===== src/rtl/mips_pkg.sv =====
// Shared types and encodings for the multi-cycle MIPS controller: ALU codes,
// FSM states, instruction classes, opcode/funct fields and select encodings.
package mips_pkg;

   typedef enum logic [3:0] {
      ALU_AND    = 4'b0000,
      ALU_OR     = 4'b0001,
      ALU_ADD    = 4'b0010,
      ALU_XOR    = 4'b0011,
      ALU_SLL    = 4'b0100,
      ALU_SRL    = 4'b0101,
      ALU_SUB    = 4'b0110,
      ALU_SLT    = 4'b0111,
      ALU_SRA    = 4'b1000,
      ALU_SLTU   = 4'b1001,
      ALU_EQ     = 4'b1010,
      ALU_APLUS8 = 4'b1011,
      ALU_LTZ    = 4'b1100,
      ALU_PASSA  = 4'b1110
   } alu_op_t;

   typedef enum logic [2:0] {
      S_FETCH, S_DECODE, S_EXEC, S_MEM_RD, S_MEM_WR, S_WB, S_HALT
   } state_t;

   typedef enum logic [2:0] {
      CLS_NOP, CLS_ALU, CLS_LOAD, CLS_STORE, CLS_BRANCH, CLS_JUMP, CLS_LINK
   } cls_t;

   localparam logic [5:0] OP_RTYPE = 6'h00, OP_REGIMM = 6'h01, OP_J     = 6'h02,
                          OP_JAL   = 6'h03, OP_BEQ    = 6'h04, OP_BNE   = 6'h05,
                          OP_ADDIU = 6'h09, OP_SLTI   = 6'h0A, OP_SLTIU = 6'h0B,
                          OP_ANDI  = 6'h0C, OP_ORI    = 6'h0D, OP_XORI  = 6'h0E,
                          OP_LUI   = 6'h0F, OP_LW     = 6'h23, OP_SW    = 6'h2B;

   localparam logic [5:0] F_SLL  = 6'h00, F_SRL  = 6'h02, F_SRA  = 6'h03,
                          F_SLLV = 6'h04, F_SRLV = 6'h06, F_SRAV = 6'h07,
                          F_JR   = 6'h08, F_JALR = 6'h09, F_ADDU = 6'h21,
                          F_SUBU = 6'h23, F_AND  = 6'h24, F_OR   = 6'h25,
                          F_XOR  = 6'h26, F_SLT  = 6'h2A, F_SLTU = 6'h2B;

   localparam logic [4:0] RT_BLTZ = 5'd0, RT_BGEZ = 5'd1;

   localparam logic [1:0] SRCA_RS = 2'd0, SRCA_PC = 2'd1, SRCA_SHAMT = 2'd2, SRCA_C16 = 2'd3;
   localparam logic [1:0] SRCB_RT = 2'd0, SRCB_SEXT = 2'd1, SRCB_ZEXT = 2'd2, SRCB_C4 = 2'd3;
   localparam logic [1:0] DST_RT = 2'd0, DST_RD = 2'd1, DST_R31 = 2'd2;
   localparam logic [1:0] PCSRC_SEQ = 2'd0, PCSRC_BR = 2'd1, PCSRC_JUMP = 2'd2, PCSRC_RS = 2'd3;

   typedef struct packed {
      cls_t       cls;
      alu_op_t    alu_op;
      logic [1:0] src_a;
      logic [1:0] src_b;
      logic [1:0] reg_dst;
      logic [1:0] pc_src;
      logic       br_on_one;
   } dec_t;

endpackage


===== src/rtl/mips_instr_decode.sv =====
// Combinational instruction decoder: classifies the instruction and picks the
// ALU code, operand selects, destination register and branch polarity.
module mips_instr_decode
   import mips_pkg::*;
(
   input  logic [31:0] instr_i,
   output dec_t        dec_o
);

   logic [5:0] opcode;
   logic [5:0] funct;
   logic [4:0] rt;
   logic       unused_fields;

   assign opcode        = instr_i[31:26];
   assign rt            = instr_i[20:16];
   assign funct         = instr_i[5:0];
   assign unused_fields = ^{instr_i[25:21], instr_i[15:6]};

   always_comb begin
      dec_o.cls       = CLS_NOP;
      dec_o.alu_op    = ALU_ADD;
      dec_o.src_a     = SRCA_RS;
      dec_o.src_b     = SRCB_RT;
      dec_o.reg_dst   = DST_RT;
      dec_o.pc_src    = PCSRC_SEQ;
      dec_o.br_on_one = 1'b0;
      case (opcode)
         OP_RTYPE: begin
            dec_o.cls     = CLS_ALU;
            dec_o.reg_dst = DST_RD;
            case (funct)
               F_ADDU: dec_o.alu_op = ALU_ADD;
               F_SUBU: dec_o.alu_op = ALU_SUB;
               F_AND:  dec_o.alu_op = ALU_AND;
               F_OR:   dec_o.alu_op = ALU_OR;
               F_XOR:  dec_o.alu_op = ALU_XOR;
               F_SLT:  dec_o.alu_op = ALU_SLT;
               F_SLTU: dec_o.alu_op = ALU_SLTU;
               // Shifts operate on rt (SrcB) by shamt or rs (SrcA).
               F_SLL:  begin dec_o.alu_op = ALU_SLL; dec_o.src_a = SRCA_SHAMT; end
               F_SRL:  begin dec_o.alu_op = ALU_SRL; dec_o.src_a = SRCA_SHAMT; end
               F_SRA:  begin dec_o.alu_op = ALU_SRA; dec_o.src_a = SRCA_SHAMT; end
               F_SLLV: dec_o.alu_op = ALU_SLL;
               F_SRLV: dec_o.alu_op = ALU_SRL;
               F_SRAV: dec_o.alu_op = ALU_SRA;
               F_JR:   begin dec_o.cls = CLS_JUMP; dec_o.pc_src = PCSRC_RS; end
               F_JALR: begin
                  dec_o.cls    = CLS_LINK;
                  dec_o.alu_op = ALU_APLUS8;
                  dec_o.src_a  = SRCA_PC;
                  dec_o.pc_src = PCSRC_RS;
               end
               default: dec_o.cls = CLS_NOP;
            endcase
         end
         OP_ADDIU: begin dec_o.cls = CLS_ALU; dec_o.alu_op = ALU_ADD;  dec_o.src_b = SRCB_SEXT; end
         OP_SLTI:  begin dec_o.cls = CLS_ALU; dec_o.alu_op = ALU_SLT;  dec_o.src_b = SRCB_SEXT; end
         OP_SLTIU: begin dec_o.cls = CLS_ALU; dec_o.alu_op = ALU_SLTU; dec_o.src_b = SRCB_SEXT; end
         OP_ANDI:  begin dec_o.cls = CLS_ALU; dec_o.alu_op = ALU_AND;  dec_o.src_b = SRCB_ZEXT; end
         OP_ORI:   begin dec_o.cls = CLS_ALU; dec_o.alu_op = ALU_OR;   dec_o.src_b = SRCB_ZEXT; end
         OP_XORI:  begin dec_o.cls = CLS_ALU; dec_o.alu_op = ALU_XOR;  dec_o.src_b = SRCB_ZEXT; end
         OP_LUI: begin
            dec_o.cls    = CLS_ALU;
            dec_o.alu_op = ALU_SLL;
            dec_o.src_a  = SRCA_C16;
            dec_o.src_b  = SRCB_ZEXT;
         end
         OP_LW: begin dec_o.cls = CLS_LOAD;  dec_o.src_b = SRCB_SEXT; end
         OP_SW: begin dec_o.cls = CLS_STORE; dec_o.src_b = SRCB_SEXT; end
         OP_BEQ: begin dec_o.cls = CLS_BRANCH; dec_o.alu_op = ALU_EQ; dec_o.br_on_one = 1'b1; end
         OP_BNE: begin dec_o.cls = CLS_BRANCH; dec_o.alu_op = ALU_EQ; end
         OP_REGIMM: begin
            dec_o.alu_op    = ALU_LTZ;
            dec_o.br_on_one = (rt == RT_BLTZ);
            if (rt == RT_BLTZ || rt == RT_BGEZ) dec_o.cls = CLS_BRANCH;
         end
         OP_J: begin dec_o.cls = CLS_JUMP; dec_o.pc_src = PCSRC_JUMP; end
         OP_JAL: begin
            dec_o.cls     = CLS_LINK;
            dec_o.alu_op  = ALU_APLUS8;
            dec_o.src_a   = SRCA_PC;
            dec_o.reg_dst = DST_R31;
            dec_o.pc_src  = PCSRC_JUMP;
         end
         default: dec_o.cls = CLS_NOP;
      endcase
   end

endmodule


===== src/rtl/mips_multicycle_control.sv =====
// Multi-cycle sequencer: FETCH/DECODE/EXEC/MEM/WB over a wait-request memory,
// driving ALU control and datapath selects; halts when fetching from PC 0.
module mips_multicycle_control
   import mips_pkg::*;
#(
   parameter logic [31:0] RESET_VECTOR = 32'hBFC00000
) (
   input  logic        clk,
   input  logic        reset,
   input  logic [31:0] instr,
   input  logic        mem_waitrequest,
   input  logic        alu_lsb,
   input  logic        pc_is_zero,
   output logic [3:0]  alu_control,
   output logic [1:0]  src_a_sel,
   output logic [1:0]  src_b_sel,
   output logic [1:0]  reg_dst_sel,
   output logic        reg_write,
   output logic        mem_read,
   output logic        mem_write,
   output logic        mem_addr_sel,
   output logic        ir_write,
   output logic        pc_write,
   output logic [1:0]  pc_src_sel,
   output logic        active
);

   if (RESET_VECTOR[1:0] != 2'b00) begin : g_bad_reset_vector
      $error("RESET_VECTOR must be word aligned");
   end

   state_t state_q, state_d;
   dec_t   dec_q, dec_d, dec_new;
   logic   taken;

   mips_instr_decode u_decode (
      .instr_i (instr),
      .dec_o   (dec_new)
   );

   // The decode is captured with the instruction, since instr is only valid during FETCH.
   always_comb begin
      state_d = state_q;
      dec_d   = dec_q;
      case (state_q)
         S_FETCH: begin
            if (pc_is_zero) begin
               state_d = S_HALT;
            end else if (!mem_waitrequest) begin
               state_d = S_DECODE;
               dec_d   = dec_new;
            end
         end
         S_DECODE: state_d = S_EXEC;
         S_EXEC: begin
            case (dec_q.cls)
               CLS_ALU, CLS_LINK: state_d = S_WB;
               CLS_LOAD:          state_d = S_MEM_RD;
               CLS_STORE:         state_d = S_MEM_WR;
               default:           state_d = S_FETCH;
            endcase
         end
         S_MEM_RD: if (!mem_waitrequest) state_d = S_WB;
         S_MEM_WR: if (!mem_waitrequest) state_d = S_FETCH;
         S_WB:     state_d = S_FETCH;
         default:  state_d = S_HALT;
      endcase
   end

   always_ff @(posedge clk or posedge reset) begin
      if (reset) begin
         state_q <= S_FETCH;
         dec_q   <= '0;
      end else begin
         state_q <= state_d;
         dec_q   <= dec_d;
      end
   end

   assign taken = dec_q.br_on_one ? alu_lsb : ~alu_lsb;

   // Strobes depend on waitrequest/alu_lsb in the same cycle and are killed by reset directly.
   always_comb begin
      alu_control  = ALU_ADD;
      src_a_sel    = SRCA_RS;
      src_b_sel    = SRCB_RT;
      reg_dst_sel  = DST_RT;
      reg_write    = 1'b0;
      mem_read     = 1'b0;
      mem_write    = 1'b0;
      mem_addr_sel = 1'b0;
      ir_write     = 1'b0;
      pc_write     = 1'b0;
      pc_src_sel   = PCSRC_SEQ;
      active       = 1'b1;
      case (state_q)
         S_FETCH: begin
            if (!pc_is_zero) begin
               mem_read = 1'b1;
               ir_write = ~mem_waitrequest;
            end
         end
         S_DECODE: begin
            src_a_sel = SRCA_PC;
            src_b_sel = SRCB_C4;
         end
         S_EXEC: begin
            alu_control = dec_q.alu_op;
            src_a_sel   = dec_q.src_a;
            src_b_sel   = dec_q.src_b;
            case (dec_q.cls)
               CLS_BRANCH: begin
                  pc_write   = 1'b1;
                  pc_src_sel = taken ? PCSRC_BR : PCSRC_SEQ;
               end
               CLS_JUMP, CLS_LINK: begin
                  pc_write   = 1'b1;
                  pc_src_sel = dec_q.pc_src;
               end
               CLS_NOP: pc_write = 1'b1;
               default: pc_write = 1'b0;
            endcase
         end
         S_MEM_RD: begin
            mem_addr_sel = 1'b1;
            mem_read     = 1'b1;
         end
         S_MEM_WR: begin
            mem_addr_sel = 1'b1;
            mem_write    = 1'b1;
            pc_write     = ~mem_waitrequest;
         end
         S_WB: begin
            reg_write   = 1'b1;
            reg_dst_sel = dec_q.reg_dst;
            pc_write    = (dec_q.cls != CLS_LINK);
         end
         default: active = 1'b0;
      endcase
      if (reset) begin
         reg_write = 1'b0;
         mem_read  = 1'b0;
         mem_write = 1'b0;
         ir_write  = 1'b0;
         pc_write  = 1'b0;
      end
   end

endmodule


===== config.mk =====
export PLATFORM = sky130hd
export DESIGN_NAME = mips_multicycle_control
export DESIGN_NICKNAME = d
export VERILOG_FILES = /design/src/rtl/mips_pkg.sv /design/src/rtl/mips_instr_decode.sv /design/src/rtl/mips_multicycle_control.sv
export SDC_FILE = /design/constraint.sdc
export NUM_CORES = 1
export LEC_CHECK = 0
export CAP_MARGIN = 40
export CORE_AREA = 2 2 66 68
export DETAILED_ROUTE_END_ITERATION = 8
export DIE_AREA = 0 0 68 70
export MAX_ROUTING_LAYER = met4
export PLACE_DENSITY = 0.74
export SYNTH_ARGS = -nofsm -noshare
export SYNTH_HDL_FRONTEND = slang
export SYNTH_SLANG_ARGS = --single-unit

===== constraint.sdc =====
create_clock -name clk -period 1.5 [get_ports clk]
set_clock_uncertainty 0.1 [all_clocks]
set_input_delay 0.3 -clock clk [delete_from_list [all_inputs] [get_ports clk]]
set_output_delay 0.3 -clock clk [all_outputs]
set_load 0.05 [all_outputs]

==> flow_metrics.env <==
export IMPL_status="finished, violations left"
export IMPL_violations="setup timing"
export IMPL_ir_drop_mv=0.673
export IMPL_synthAdderAreaFrac_pct=0
export IMPL_final_max_slew_viol_count=0
export IMPL_tightestPinTransition_ns=0.481
export IMPL_synthMuxAreaShare_pct=1.25
export IMPL_slew_headroom_pct=67.7
export IMPL_leakage_nw=1.36
export IMPL_reg2reg_depth=6
export IMPL_grt_pass1_vias=2075
export IMPL_path_max_fanout=3
export IMPL_power_per_cell_area_mw_per_mm2=1320
export IMPL_fmax_mhz=530
export IMPL_synthSimpleGateAreaFrac_pct=32.5
export IMPL_num_nets_final=358
export IMPL_die_h_um=70
export IMPL_path_depth=3
export IMPL_clk_pin_slew_ns=0.07
export IMPL_syn_nets=259
export IMPL_combPwrFrac_pct=71.4
export IMPL_num_vias=2112
export IMPL_die_w_um=68
export IMPL_start_util_pct=38.6
export IMPL_grt_pass1_wl_um=9230
export IMPL_wl_per_cell_um=15.2
export IMPL_numCtsBuffers=3
export IMPL_cts_root_buf="clkbuf_8"
export IMPL_port_buffers=40
export IMPL_cts_max_level=1
export IMPL_pwr_share_clk_pct=8.5
export IMPL_holdWs_ns=0.234
export IMPL_synth_compound_area_share_pct=28.5
export IMPL_start_kind="register"
export IMPL_ys_seq_area_share_pct=29.8
export IMPL_post_route_period_util_pct=126
export IMPL_ys_ff_latch=19
export IMPL_synth_top_area_share_pct=29.8
export IMPL_row_count=24
export IMPL_postSynth_asyncResetShare_pct=100
export IMPL_final_common_cell="buf_4"
export IMPL_ios=56
export IMPL_syn_inst=222
export IMPL_die_area_mm2=0.00476
export IMPL_p_sw_share_pct=44.6
export IMPL_grt_setup_unrepaired="true"
export IMPL_endpoint_kind="output port"
export IMPL_final_util_pct=76.8
export IMPL_synth_top_family_by_area="simple AND/OR/NAND/NOR gates"
export IMPL_synth_area_mm2=0.00160
export IMPL_synth_warnings=0
export IMPL_grtUsageTotal_pct=25.5
export IMPL_clock_sinks=19
export IMPL_crit_family="flip-flops"
export IMPL_setup_viol=34
export IMPL_fin_ws_ns=-0.388
export IMPL_r2r_slack_ns=-0.13
export IMPL_synthFlopType="dfrtp_1"
export IMPL_yosys_area_top_type="dfrtp_1"
export IMPL_totalWireLength_um=5640
export IMPL_period_needed_ns=1.89
export IMPL_p_sw_mw=1.88
export IMPL_mostFrequentLayoutCells="55 x buf_4, 23 x nand2_1, 18 x nor2_1"
export IMPL_required_ns=1.10
export IMPL_area_growth_syn_to_layout_pct=99.3
export IMPL_critPathSlowestCell="dfrtp_1"
export IMPL_crit_type="register to output port"
export IMPL_tritoncts="built"
export IMPL_core_mm2=0.00414
export IMPL_synth_area_leaders="dfrtp_1 30%, nand2_1 6.6%, nor2_1 6.3%, a21oi_1 5.3%, o21ai_0 5.0%"
export IMPL_cts_path_max_buffers=2
export IMPL_first_pass_iters=4
export IMPL_cap_violations=0
export IMPL_cp_cell_sequence="or3_4 -> a211oi_4 -> buf_12"
export IMPL_drc=0
export IMPL_clkLatencyLatePin_ns=0.26
export IMPL_grt_overflow_total=0
export IMPL_yosys_cell_types_count=45
export IMPL_synth_area_per_cell_um2=7.20
export IMPL_hold_class="input pin to async pin"
export IMPL_grt_max_degree=20
export IMPL_dp_hpwl_um=3920
export IMPL_pwr_share_seq_pct=20.1
export IMPL_drtAntennaViolNets=0
export IMPL_n_antenna_cell=0
export IMPL_cp_slowest_stage_delay_ns=0.41
export IMPL_drive_gt1_share_pct=51.2
export IMPL_grt_antenna_before_repair=0
export IMPL_worstPathArrival_ns=1.49
export IMPL_cp_num_buf_inv=1
export IMPL_hold_viol_final=0
export IMPL_synthXorXnorAreaFrac_pct=2.19
export IMPL_internal_power_mw=2.33
export IMPL_via_per_inst=5.68
export IMPL_synth_edf_count=0
export IMPL_gp_congestion=0.925
export IMPL_drt_initial_drc_count=118
## sequential cells by signal (all words and copies together) (netlist names)
register,cells
dec_q,16
state_q,3
## power groups by stage
stage                     Clock [mW]  Combinational [mW]  Sequential, mW
final                          0.357                3.01           0.845
after global routing           0.387                3.19           0.866
after CTS                      0.363                2.70           0.822
after detailed placement           0                2.39           0.809
after global placement             0                2.34           0.806
after floorplan                    0                1.32           0.799
## cells in the mapped netlist (2+ instances only)
master and n:
nand2_1 28, nor2_1 27, dfrtp_1 19, a21oi_1 17, o21ai_0 16, clkbuf_1 11
nor3_1 10, inv_1 9, and3_1 7, a31oi_1 6, nand2b_1 6, a22oi_1 5
nor2b_1 5, xor2_1 4, nand3_1 3, nand3b_1 3, o22ai_1 3, o31ai_1 3
or3_1 3, a211oi_1 2, a21o_1 2, a2bb2oi_1 2, and2_1 2, buf_1 2
buf_2 2, mux2i_1 2, nor4_1 2, o211ai_1 2, o21a_1 2, or4_1 2
## area by class of cell
cell class,count,area [um^2]
Timing Repair Buffer,109,1130
Sequential cell,19,479
Fill cell,272,960
Tap cell,52,65.1
Multi-Input combinational cell,179,1430
Clock buffer,4,45.0
Inverter,9,37.5
## worst register-to-register path, stage by stage (launching register included)
cell     delay (ns)
dfrtp_1        0.41
buf_6          0.13
nor3_4         0.22
nand2_2        0.12
buf_6          0.15
buf_12         0.14
o41ai_4        0.27
## stage by stage
step	setup WS (ns)	total power [mW]	cells	setup TNS [ns]	instance area (um^2)
final	-0.388	4.21	372	-6.39	3180
after CTS	-0.417	3.89	369	-6.43	2990
after detailed placement	-0.589	3.20	358	-11.43	2710
after global routing	-0.419	4.44	372	-8.22	3180
after floorplan	-0.220	2.12	222	-1.48	1730
after global placement	-0.546	3.15	358	-10.82	2710
## path summary, 6_finish.rpt
check | from | end
hold reg to reg | dec_q[3] | dec_q[3]
hold / removal | reset | state_q[2]
setup / recovery | state_q[1] | mem_read
min in group clk | instr[30] | dec_q[5]
setup reg to reg | state_q[2] | dec_q[5]
max in group asynchronous | reset | dec_q[14]
## layer usage
| metal | share of wire, % | global-route usage (%) | wire length [um] |
|---|---|---|---|
| met1 | 39 | 30.0 | 2200 |
| met5 | 0 | - | 0 |
| met2 | 54 | 44.0 | 3060 |
| met4 | 2.3 | 10.2 | 128 |
| met3 | 4.4 | 2.09 | 251 |
## timing repair
action,4_1_cts,5_1_grt
cloned,1,0
hold buffers,0,0
pin swaps,27,19
buffers inserted,6,3
setup endpoints to repair,36,36
gates resized for setup,82,47
## logic make-up after synthesis
logic type,after synthesis
XOR/XNOR,4
multiplexers,2
AO/OA/AOI/OAI,71
flip-flops,19
AND/OR/NAND/NOR,102
buffers and inverters,24
No activity file was read; power rests on OpenSTA's default activity.
==> edit, RTL diff (same flow settings) <==
Make the reset (`reset`) synchronous in one clocked block.
--- a/src/rtl/mips_multicycle_control.sv
+++ b/src/rtl/mips_multicycle_control.sv
@@ -69,3 +69,3 @@
 
-   always_ff @(posedge clk or posedge reset) begin
+   always_ff @(posedge clk) begin
       if (reset) begin
Formal check against the unedited RTL: differs if reset is asserted again (counterexample within 4 cycles, from zero or initial values and one cycle with reset high); with reset held inactive, the same outputs for 10 cycles.
==> edit against the unedited design <==
- via count fell by 1.8%
- setup slack worse by 0.18 ns
- critical path depth up 1
- total power decreased by 31%
- global-route usage shrank 1.7 points
- sequential cell count unchanged
- hold slack improved by 0.12 ns
- the flow still finishes with violations (negative setup slack)
- wire length up 2.0%
- combinational power is 36% lower
- count of clock-buffer cells in the layout unchanged
- design area shrank 6.2%
- synthesized area is 1.6% lower
==> edit: results (changes against the unedited design) <==
INFO  metric final_layout_size_suffix_gt1_share = 45.03% (-6.2 points)
INFO  metric synth_compound_area_share = 26.59% (-1.9 points)
INFO  metric cts.htree.levels = 1 (unchanged)
INFO  metric pre_cts_slack = -0.9689 ns (-0.3795 ns)
INFO  metric vdd_ir_drop_max = 0.4407 mV (-34%)
INFO  metric average_routed_wire_per_standard_cell = 15.39 um (+1.4%)
INFO  metric finalSetupViolations = 37 (+8.8%)
INFO  metric syn-instance-count = 236 (+6.3%)
INFO  metric finalSetupTns = -11.56 ns (-5.168 ns)
INFO  metric reg.largest.list = dec_q: 16 flops, state_q: 3 flops
INFO  metric cellLeakagePower = 0.001148 uW (-16%)
INFO  metric worstSetupStartpoint = state_q[1]
INFO  metric synth.mux.area_fraction = 0.6369% (-0.62 points)
INFO  metric numPlacedInstances = 356 (-0.56%)
INFO  metric run_status = finished with violations
INFO  metric synth-async-reset-ratio = 0% (-100 points)
INFO  metric clkSlewWorstSetupHoldPaths = 0.07 ns (about the same)
INFO  metric violated_checks = negative setup slack
INFO  metric viasPerCell = 5.543 (-2.4%)
INFO  metric fill_cells = 292 (+7.4%)
INFO  metric hold_path.class = flop to flop
INFO  metric cell_internal_pwr = 1686 uW (-28%)
INFO  metric setup_ws = -0.5645 ns (-0.1768 ns)
INFO  metric ys_seq_area_share = 24.20% (-5.6 points)
INFO  metric hp-start = dec_q[5]
INFO  metric via_count_of_the_first_global_routing_pass = 1,923 (-7.3%)
INFO  metric multi_input_comb_area = 1368 um2 (-4.1%)
INFO  metric pin_count_of_the_biggest_net_entering_global_routing = 19 (-5.0%)
INFO  metric critical_path_arrival = 1.66 ns (+0.17 ns)
INFO  metric synth_cell_types = 46 (+2.2%)
INFO  metric synthTopCellsByCount = nor2_1 (29), a21oi_1 (26), nand2_1 (26)
INFO  metric synth_area_in_xor_xnor = 1.115% (-1.1 points)
INFO  metric gp_congestion = 0.8862 (-4.2%)
INFO  metric hpwl = 3.776 mm (-3.8%)
INFO  metric detailed_place.area = 2601 um2 (-4.1%)
INFO  metric grt_first_pass_wirelength = 8.700 mm (-5.8%)
INFO  metric cts_buffers = 3 (unchanged)
INFO  metric synth_nets = 273 (+5.4%)
INFO  metric detailroute.via_count = 2,073 (-1.8%)
INFO  metric yosys_most_used_dff = dfxtp_1
INFO  metric drtIter0Drc = 90 (-24%)
INFO  metric groute.usage.overall = 23.79% (-1.7 points)
INFO  metric cts_root_buffer = clkbuf_8
INFO  metric max_slew.worst_pin.slew = 0.3578 ns (-0.1236 ns)
INFO  metric critPathMaxFanout = 4 (+1)
INFO  metric yosys-top-cells-area = dfxtp_1 (24%), a21oi_1 (8.3%), nor2_1 (6.9%), nand2_1 (6.2%), o21ai_0 (5.1%)
## edit: changes by cell type after synthesis, sizes merged, moves of 4 or more
cell / delta
and3: -5
dfrtp: -19
a21oi: +9
dfxtp: +19
a211oi: +4
clkbuf: +6
nor2b: +7
or3: +5
a22oi: -4
nand2b: -4
## edit: area by class of cell
| type | count | area share (%) |
|---|---|---|
| Clock buffer | 4 | 1.508 |
| Inverter | 9 | 1.131 |
| Multi-Input combinational cell | 188 | 45.79 |
| Sequential cell | 19 | 12.95 |
| Timing Repair Buffer | 102 | 36.45 |
| Tap cell | 52 | 2.178 |
## edit: layer usage
| layer | routed length [um] | global-route usage [%] |
|---|---|---|
| met4 | 65 | 7.556 |
| met3 | 221 | 1.449 |
| met5 | 0 | - |
| met1 | 2375 | 30.01 |
| met2 | 3092 | 39.91 |
## edit: what timing repair did
action	CTS	global route
pin swaps	22	16
gates cloned	0	1
hold buffers	0	0
resized for setup	72	21
endpoints found under the setup margin	35	38
setup buffers	8	6
## edit: cells by family (layout without fill, tap and decap cells)
kind of cell    after synthesis  after routing
simple gates                116            116
flops                        19             19
compound gates               69             69
xor+xnor                      2              2
buf+inv                      29            115
mux                           1              1
## edit: power by group through the flow
stage	clock network, uW	registers, uW	logic, uW
after global routing	376	621	2010
after floorplan	0	601	911
after CTS	359	598	1660
final	356	618	1920
after detailed placement	0	602	1480
after global placement	0	601	1450
## edit: worst max-delay path, stage by stage, from the launching register on
cell	delay [ns]
dfxtp_2	0.34
or3_4	0.37
or3_4	0.44
nor2_4	0.12
buf_12	0.14
## edit: path summary, 6_finish.rpt
check | to | slack (ns) | cells past startpoint
worst max register to register | dec_q[0] | -0.55 | 5
worst min-delay path | dec_q[5] | 0.36 | 2
worst max-delay path | ir_write | -0.56 | 4
worst min register to register | dec_q[5] | 0.36 | 2
